### src/rtl/hazard_ctrl_pkg.sv
// Shared definitions for the pipeline hazard controller: FSM encoding and
// architectural register constants.
package hazard_ctrl_pkg;

    typedef enum logic {
        RUN     = 1'b0,
        MD_WAIT = 1'b1
    } hz_state_e;

    localparam logic [4:0] ZERO_REG = 5'd0;

endpackage : hazard_ctrl_pkg

### src/rtl/load_use_detect.sv
// Load-use comparator: flags an ID-stage source that depends on a load
// currently in EX. Purely combinational.
module load_use_detect
    import hazard_ctrl_pkg::*;
(
    input  logic       id_ex_memread_i,
    input  logic [4:0] id_ex_rt_i,
    input  logic [4:0] if_id_rs_i,
    input  logic [4:0] if_id_rt_i,
    output logic       hazard_o
);

    // A load into r0 writes nothing, so it can never create a dependency.
    assign hazard_o = id_ex_memread_i
                    && (id_ex_rt_i != ZERO_REG)
                    && ((id_ex_rt_i == if_id_rs_i) || (id_ex_rt_i == if_id_rt_i));

endmodule : load_use_detect

### src/rtl/hazard_ctrl.sv
// Pipeline hazard controller: memory-stall, branch-flush, multi-cycle
// multiply/divide freeze and load-use interlock, plus a stall-cycle counter.
module hazard_ctrl
    import hazard_ctrl_pkg::*;
#(
    parameter int MD_LATENCY = 32,
    parameter int CNT_W      = 16
) (
    input  logic             clk,
    input  logic             reset,
    input  logic [4:0]       if_id_rs,
    input  logic [4:0]       if_id_rt,
    input  logic             id_ex_memread,
    input  logic [4:0]       id_ex_rt,
    input  logic             branch_taken,
    input  logic             md_start,
    input  logic             mem_req,
    input  logic             mem_ready,
    output logic             pc_write,
    output logic             if_id_write,
    output logic             if_flush,
    output logic             id_flush,
    output logic             ex_hold,
    output logic             mem_hold,
    output logic             md_busy,
    output logic             md_done,
    output logic [CNT_W-1:0] stall_cycles
);

    localparam int MD_CNT_W = $clog2(MD_LATENCY);
    localparam logic [MD_CNT_W-1:0] MD_LOAD = MD_CNT_W'(MD_LATENCY - 1);
    localparam logic [MD_CNT_W-1:0] MD_LAST = MD_CNT_W'(1);

    hz_state_e           state_q, state_d;
    logic [MD_CNT_W-1:0] md_cnt_q, md_cnt_d;
    logic [CNT_W-1:0]    stall_cycles_q;
    logic                mem_stall;
    logic                load_use;

    load_use_detect u_load_use (
        .id_ex_memread_i (id_ex_memread),
        .id_ex_rt_i      (id_ex_rt),
        .if_id_rs_i      (if_id_rs),
        .if_id_rt_i      (if_id_rt),
        .hazard_o        (load_use)
    );

    assign mem_stall = mem_req && !mem_ready;

    // NOTE: every output and next-state gets a default first so no path
    // through the priority chain can infer a latch.
    always_comb begin
        state_d     = state_q;
        md_cnt_d    = md_cnt_q;
        pc_write    = 1'b1;
        if_id_write = 1'b1;
        if_flush    = 1'b0;
        id_flush    = 1'b0;
        ex_hold     = 1'b0;
        mem_hold    = 1'b0;

        if (state_q == MD_WAIT) begin
            // The divider keeps counting even while memory stalls the back end.
            pc_write    = 1'b0;
            if_id_write = 1'b0;
            ex_hold     = 1'b1;
            mem_hold    = mem_stall;
            md_cnt_d    = md_cnt_q - 1'b1;
            if (md_cnt_q == MD_LAST) begin
                state_d = RUN;
            end
        end else if (mem_stall) begin
            pc_write    = 1'b0;
            if_id_write = 1'b0;
            ex_hold     = 1'b1;
            mem_hold    = 1'b1;
        end else if (branch_taken) begin
            if_flush = 1'b1;
            id_flush = 1'b1;
        end else if (md_start) begin
            pc_write    = 1'b0;
            if_id_write = 1'b0;
            ex_hold     = 1'b1;
            md_cnt_d    = MD_LOAD;
            state_d     = MD_WAIT;
        end else if (load_use) begin
            pc_write    = 1'b0;
            if_id_write = 1'b0;
            id_flush    = 1'b1;
        end

        // Hold the front end frozen and flushed for as long as reset is low.
        if (!reset) begin
            pc_write    = 1'b0;
            if_id_write = 1'b0;
            if_flush    = 1'b1;
            id_flush    = 1'b1;
            ex_hold     = 1'b0;
            mem_hold    = 1'b0;
        end
    end

    // NOTE: sequential state uses non-blocking assignments only.
    always_ff @(posedge clk or negedge reset) begin
        if (!reset) begin
            state_q        <= RUN;
            md_cnt_q       <= '0;
            stall_cycles_q <= '0;
        end else begin
            state_q  <= state_d;
            md_cnt_q <= md_cnt_d;
            if (!pc_write && (stall_cycles_q != '1)) begin
                stall_cycles_q <= stall_cycles_q + 1'b1;
            end
        end
    end

    assign md_busy      = (state_q == MD_WAIT);
    assign md_done      = md_busy && (md_cnt_q == MD_LAST);
    assign stall_cycles = stall_cycles_q;

endmodule : hazard_ctrl

### config.mk
export PLATFORM = sky130hd
export DESIGN_NAME = hazard_ctrl
export DESIGN_NICKNAME = d
export VERILOG_FILES = /design/src/rtl/hazard_ctrl_pkg.sv /design/src/rtl/load_use_detect.sv /design/src/rtl/hazard_ctrl.sv
export SDC_FILE = /design/constraint.sdc
export NUM_CORES = 1
export LEC_CHECK = 0
export ABC_CLOCK_PERIOD_IN_PS = 3900
export BUFFER_PORTS_ARGS = -buffer_cell sky130_fd_sc_hd__buf_2
export CAP_MARGIN = 5
export CORE_AREA = 10 10 59 70
export CTS_CLUSTER_SIZE = 12
export DETAILED_ROUTE_END_ITERATION = 12
export DIE_AREA = 0 0 69 80
export GPL_TIMING_DRIVEN = 0
export PLACE_DENSITY_LB_ADDON = 0.3
export SYNTH_ARGS = -nofsm -noshare
export SYNTH_HDL_FRONTEND = slang
export SYNTH_SLANG_ARGS = --single-unit
### constraint.sdc
create_clock -name clk -period 3.9 [get_ports clk]
set_input_delay 1.17 -clock clk [delete_from_list [all_inputs] [get_ports clk]]
set_output_delay 1.17 -clock clk [all_outputs]
set_load 0.005 [all_outputs]
# [Word-level counts from Yosys, hierarchy flattened]
# Cells that the tools add are included.
[op_classes] add_sub_neg=2 eq_ne=6 mux=31 n_reduce_logical=11
[op_table] cell="two-way mux 1 bit" n=27
[op_table] cell="two-way mux 5 bit" n=4
[op_table] cell="adder 16 x 1 -> 16 bit (second input constant)" n=1
[op_table] cell="!= test 16 bit (second input constant)" n=1
[op_table] cell="equality test 5 bit" n=2
[op_table] cell="equality test 5 x 1 -> 1 bit (second input constant)" n=1
[op_table] cell="logical AND 1 bit" n=5
[op_table] cell="nonzero test 5 bit" n=1
[op_table] cell="subtractor 5 x 1 -> 5 bit (second input constant)" n=1
[op_table] cell="AND reduction 3 bit" n=1
[op_table] cell="zero test 1 bit" n=2
[op_table] cell="!= test 2 x 1 -> 1 bit (second input constant)" n=1
[op_table] cell="!= test 2 bit (second input constant)" n=1
[op_table] cell="nonzero test 2 bit" n=1
[op_table] cell="logical OR 1 bit" n=1
[word_totals] regBits=22 output_inout_bits=24 elab_cells=53

# [Depth between registers and ports, before layout]
[depth] word_depth=11 ltp_mapped=8

# [By module]
# From an unflattened synthesis, not the netlist that was laid out.
[unflattened] cells_unflattened=131 area_unflattened_um2=1271.2
[modules_own_cells] mod="hazard_ctrl" n_inst=1 cells_each=114 area_each_um2=1146.1
[modules_own_cells] mod="load_use_detect" n_inst=1 cells_each=17 area_each_um2=125.1

# [Worst setup path before layout]
# No wires, ideal clock.
[synth_timing] path_type="input-to-output" start="input port id_ex_rt[3]" end="output port pc_write" t_arrival_ns=2.491 required_ns=2.730 slack_ns=0.239 cell_stages=7 n_path_buf=2 cell_sequence="xor2_1 nor3_1 a22oi_1 o31ai_2 buf_2 inv_1 buf_4"
[synth_via] elab_chain_cells=9 elab_cells_between_ends=12
[synth_rtl] element="from (decl)" line="hazard_ctrl.sv:14" rtl="input logic [4:0] id_ex_rt,"
[synth_rtl] element="equality test 5 bit / nonzero test 5 bit (equally long branches)" line="load_use_detect.sv:16, load_use_detect.sv:15"
[synth_rtl] element="logical OR 1 bit / logical AND 1 bit (equally long branches)" line="load_use_detect.sv:16, load_use_detect.sv:15"
[synth_rtl] element="logical AND 1 bit (*)" line="load_use_detect.sv:16" rtl="&& ((id_ex_rt_i == if_id_rs_i) || (id_ex_rt_i == if_id_rt_i));"
[synth_rtl] element="two-way mux 1 bit (*) (6 in series)"
[synth_rtl] element="to (decl)" line="hazard_ctrl.sv:19" rtl="output logic pc_write,"
# Mark *: on every way between the ends. The rest lies on a longest branch, timed or not.

# [Final worst setup path]
[layout_timing] start="input port id_ex_rt[3]" end="output port pc_write"
[layout_via] elab_chain_cells=9 elab_cells_between_ends=12
[layout_rtl] element="equality test 5 bit / nonzero test 5 bit (equally long branches)" line="load_use_detect.sv:16, load_use_detect.sv:15"
[layout_rtl] element="logical OR 1 bit / logical AND 1 bit (equally long branches)" line="load_use_detect.sv:16, load_use_detect.sv:15"
[layout_rtl] element="logical AND 1 bit (*)" line="load_use_detect.sv:16"
[layout_rtl] element="two-way mux 1 bit (*)" line="hazard_ctrl.sv:86" rtl="end else if (load_use) begin"
[layout_rtl] element="two-way mux 1 bit (*)" line="hazard_ctrl.sv:80" rtl="end else if (md_start) begin"
[layout_rtl] element="two-way mux 1 bit (*)" line="hazard_ctrl.sv:77" rtl="end else if (branch_taken) begin"
[layout_rtl] element="two-way mux 1 bit (*)" line="hazard_ctrl.sv:72" rtl="end else if (mem_stall) begin"
[layout_rtl] element="two-way mux 1 bit (*)" line="hazard_ctrl.sv:62" rtl="if (state_q == MD_WAIT) begin"
[layout_rtl] element="two-way mux 1 bit (*)" line="hazard_ctrl.sv:93" rtl="if (!reset) begin"
# Marks and branches as above.

==> results.json <==
{
  "status": "finished clean",
  "power.density_nw_per_um2": 492,
  "gr-total-overflow": 0,
  "ant_nets": 0,
  "ios": 46,
  "antenna_found_initial": 0,
  "wl_um": 2960,
  "p_total_w": 0.000801,
  "vias_per_cell": 5.39,
  "fp-row-count": 21,
  "slew_headroom_pct": 64.0,
  "fin_nets": 207,
  "initial_core_util_pct": 46.7,
  "die_area_um2": 5520,
  "setup_violations": 0,
  "remaining_drc_errors": 0,
  "synth_edf_count": 0,
  "fin_util_pct": 58.5,
  "yosys.cell_types.count": 32,
  "grt_setup_unrepaired": "no",
  "cts_buffers": 3,
  "die_h_um": 80,
  "grt_pass1_vias": 1222,
  "gp_congestion": 0.778,
  "cts.htree.levels": 1,
  "async_reset_ff_share_pct": 100,
  "drive_above_1_share_pct": 37.6,
  "fmax_mhz": 265,
  "hold_class": "reg2reg",
  "cp.arrival_ns": 2.60,
  "required_ns": 2.73,
  "clock_latency_ns": 0.30,
  "skew_ns": 0.00329,
  "crit_type": "in2out",
  "cts_root_buffer": "clkbuf_4",
  "power.leakage_nw": 0.793,
  "grt_start_max_net_pins": 27,
  "synthCells": 131,
  "synth-seq-cells": 22,
  "synth.cell_area_um2": 1300,
  "coreArea_um2": 2790,
  "first_pass_iters": 4,
  "die_x_um": 69,
  "ys_warn_count": 0,
  "synth_nets": 156,
  "area_growth_pct": 25.4,
  "drt_iter0_markers": 53,
  "dpl.hpwl_um": 2390,
  "grt_first_pass_wirelength_um": 5140,
  "cp-start-kind": "input pin",
  "cap_violations": 0,
  "min_period_ns": 3.77,
  "crit_path_max_fanout": 10,
  "avgSynthCellArea_um2": 9.92,
  "finalCritPeriodShare_pct": 96.7,
  "synth_seq_area_share_pct": 42.3,
  "irDropWorstVdd_mv": 0.330,
  "vias": 1158,
  "hold_violations": 0,
  "cts.reportedPaths.clkPinSlew_ns": 0.12,
  "wl_per_cell_um": 13.8,
  "antennaDiodeCount": 0,
  "ys.flop_type": "dfrtp_1",
  "slew_violations": 0,
  "clockBufferDepth": 2,
  "grt_usage_pct": 10.8,
  "port_buffers": 45,
  "clock_sinks": 22,
  "cts_tree": "yes",
  "tightest_slew_ns": 0.539,
  "cp-end-kind": "primary output"
}
[worst paths after layout]
path | start | slack (ns) | cells past startpoint | endpoint
min in group asynchronous | reset | 0.83 | 1 | stall_cycles[10]$_DFFE_PN0P_
worst min register to register | md_cnt_q[4]$_DFFE_PN0P_ | 0.50 | 1 | md_cnt_q[4]$_DFFE_PN0P_
worst max register to register | stall_cycles[6]$_DFFE_PN0P_ | 1.73 | 7 | stall_cycles[1]$_DFFE_PN0P_
max in group asynchronous | reset | 2.71 | 1 | md_cnt_q[2]$_DFFE_PN0P_
worst min-delay path | md_cnt_q[4]$_DFFE_PN0P_ | 0.50 | 1 | md_cnt_q[4]$_DFFE_PN0P_
worst max-delay path | id_ex_rt[3] | 0.13 | 9 | pc_write
[repair_timing]
action,4_1_cts,5_1_grt
endpoints found under the hold margin,0,0
resized for setup,3,2
setup buffers,1,0
pin swaps,1,0
gates cloned,0,0
endpoints found under the setup margin,2,1
hold buffers,0,0
[state kept, by name, indices dropped and copies added (netlist names)]
| name | cells |
|---|---|
| md_cnt_q | 5 |
| stall_cycles | 16 |
| md_busy | 1 |
[cells by family after synthesis]
| kind of cell | Yosys count | synth area share, % |
|---|---|---|
| AO/OA/AOI/OAI | 11 | 5.29 |
| XOR/XNOR | 25 | 16.8 |
| adder cells (fa/ha/maj) | 3 | 2.89 |
| buffers and inverters | 10 | 3.95 |
| flip-flops | 22 | 42.3 |
| multiplexers | 3 | 2.50 |
| AND/OR/NAND/NOR | 57 | 26.2 |
[report_power, final]
group	internal (W)	total, W	switching (W)
registers	0.000301	0.000376	0.0000757
logic	0.000159	0.000302	0.000143
clock network	0.0000569	0.000123	0.0000663
total	0.000516	0.000801	0.000285
[worst max-delay path, cell delays in order]
cell	delay, ns
buf_2	0.12
xor2_1	0.16
nor3_1	0.20
a22oi_1	0.16
o31ai_4	0.31
buf_6	0.19
inv_1	0.06
buf_4	0.12
buf_2	0.12
[routing by layer]
| metal | vias to the layer above | GRT usage [%] | share of wire (%) |
|---|---|---|---|
| met5 | - | 0 | 0 |
| met4 | 0 | 4.64 | 1.5 |
| li1 | 557 | - | - |
| met3 | 4 | 3.86 | 8.2 |
| met2 | 48 | 18.1 | 49 |
| met1 | 549 | 12.0 | 42 |
[metrics by stage]
stage,hold slack [ns],cell area (um^2),instances,TNS [ns],setup WS [ns]
after detailed placement,0.472,1570,210,-0.503,-0.310
after floorplan,0.446,1300,131,0,0.239
final,0.499,1630,215,0,0.129
after global placement,0.465,1570,210,-0.449,-0.280
after CTS,0.495,1620,215,0,0.0718
after global routing,0.523,1630,215,0,0.00531
[placed cells by master, fill, tap and decap left out, types with 5 or more instances in the layout]
master and instances:
buf_2 46, dfrtp_1 22, inv_1 6, nand2_1 9, nand3_1 5, nand3_2 6
nand4_1 5, nor2_1 8, nor3_1 7, xnor2_1 14, xor2_1 11
[Yosys cell counts, types with 2 or more instances]
master / instances / area (um^2)
o21ai_0: 4 / 20.0
mux2_2: 2 / 22.5
and3_1: 2 / 12.5
xor2_1: 11 / 96.3
a22oi_1: 2 / 15.0
nand4_1: 5 / 31.3
nor3_1: 7 / 35.0
nor2_1: 8 / 30.0
nand3_2: 6 / 60.1
nand2b_1: 3 / 18.8
xnor2_1: 14 / 123
nand3_1: 5 / 25.0
buf_2: 2 / 10.0
and3_2: 3 / 22.5
dfrtp_1: 22 / 551
a21oi_1: 3 / 15.0
ha_1: 3 / 37.5
or4_1: 2 / 15.0
nand2_1: 9 / 33.8
inv_1: 6 / 22.5
[area by class of cell]
class	count	area [um^2]
Fill cell	262	1150
Tap cell	34	42.5
Buffer	4	35.0
Clock buffer	4	36.3
Inverter	6	22.5
Multi-Input combinational cell	99	711
Timing Repair Buffer	46	233
Sequential cell	22	551
(Power assumes the default switching activity.)
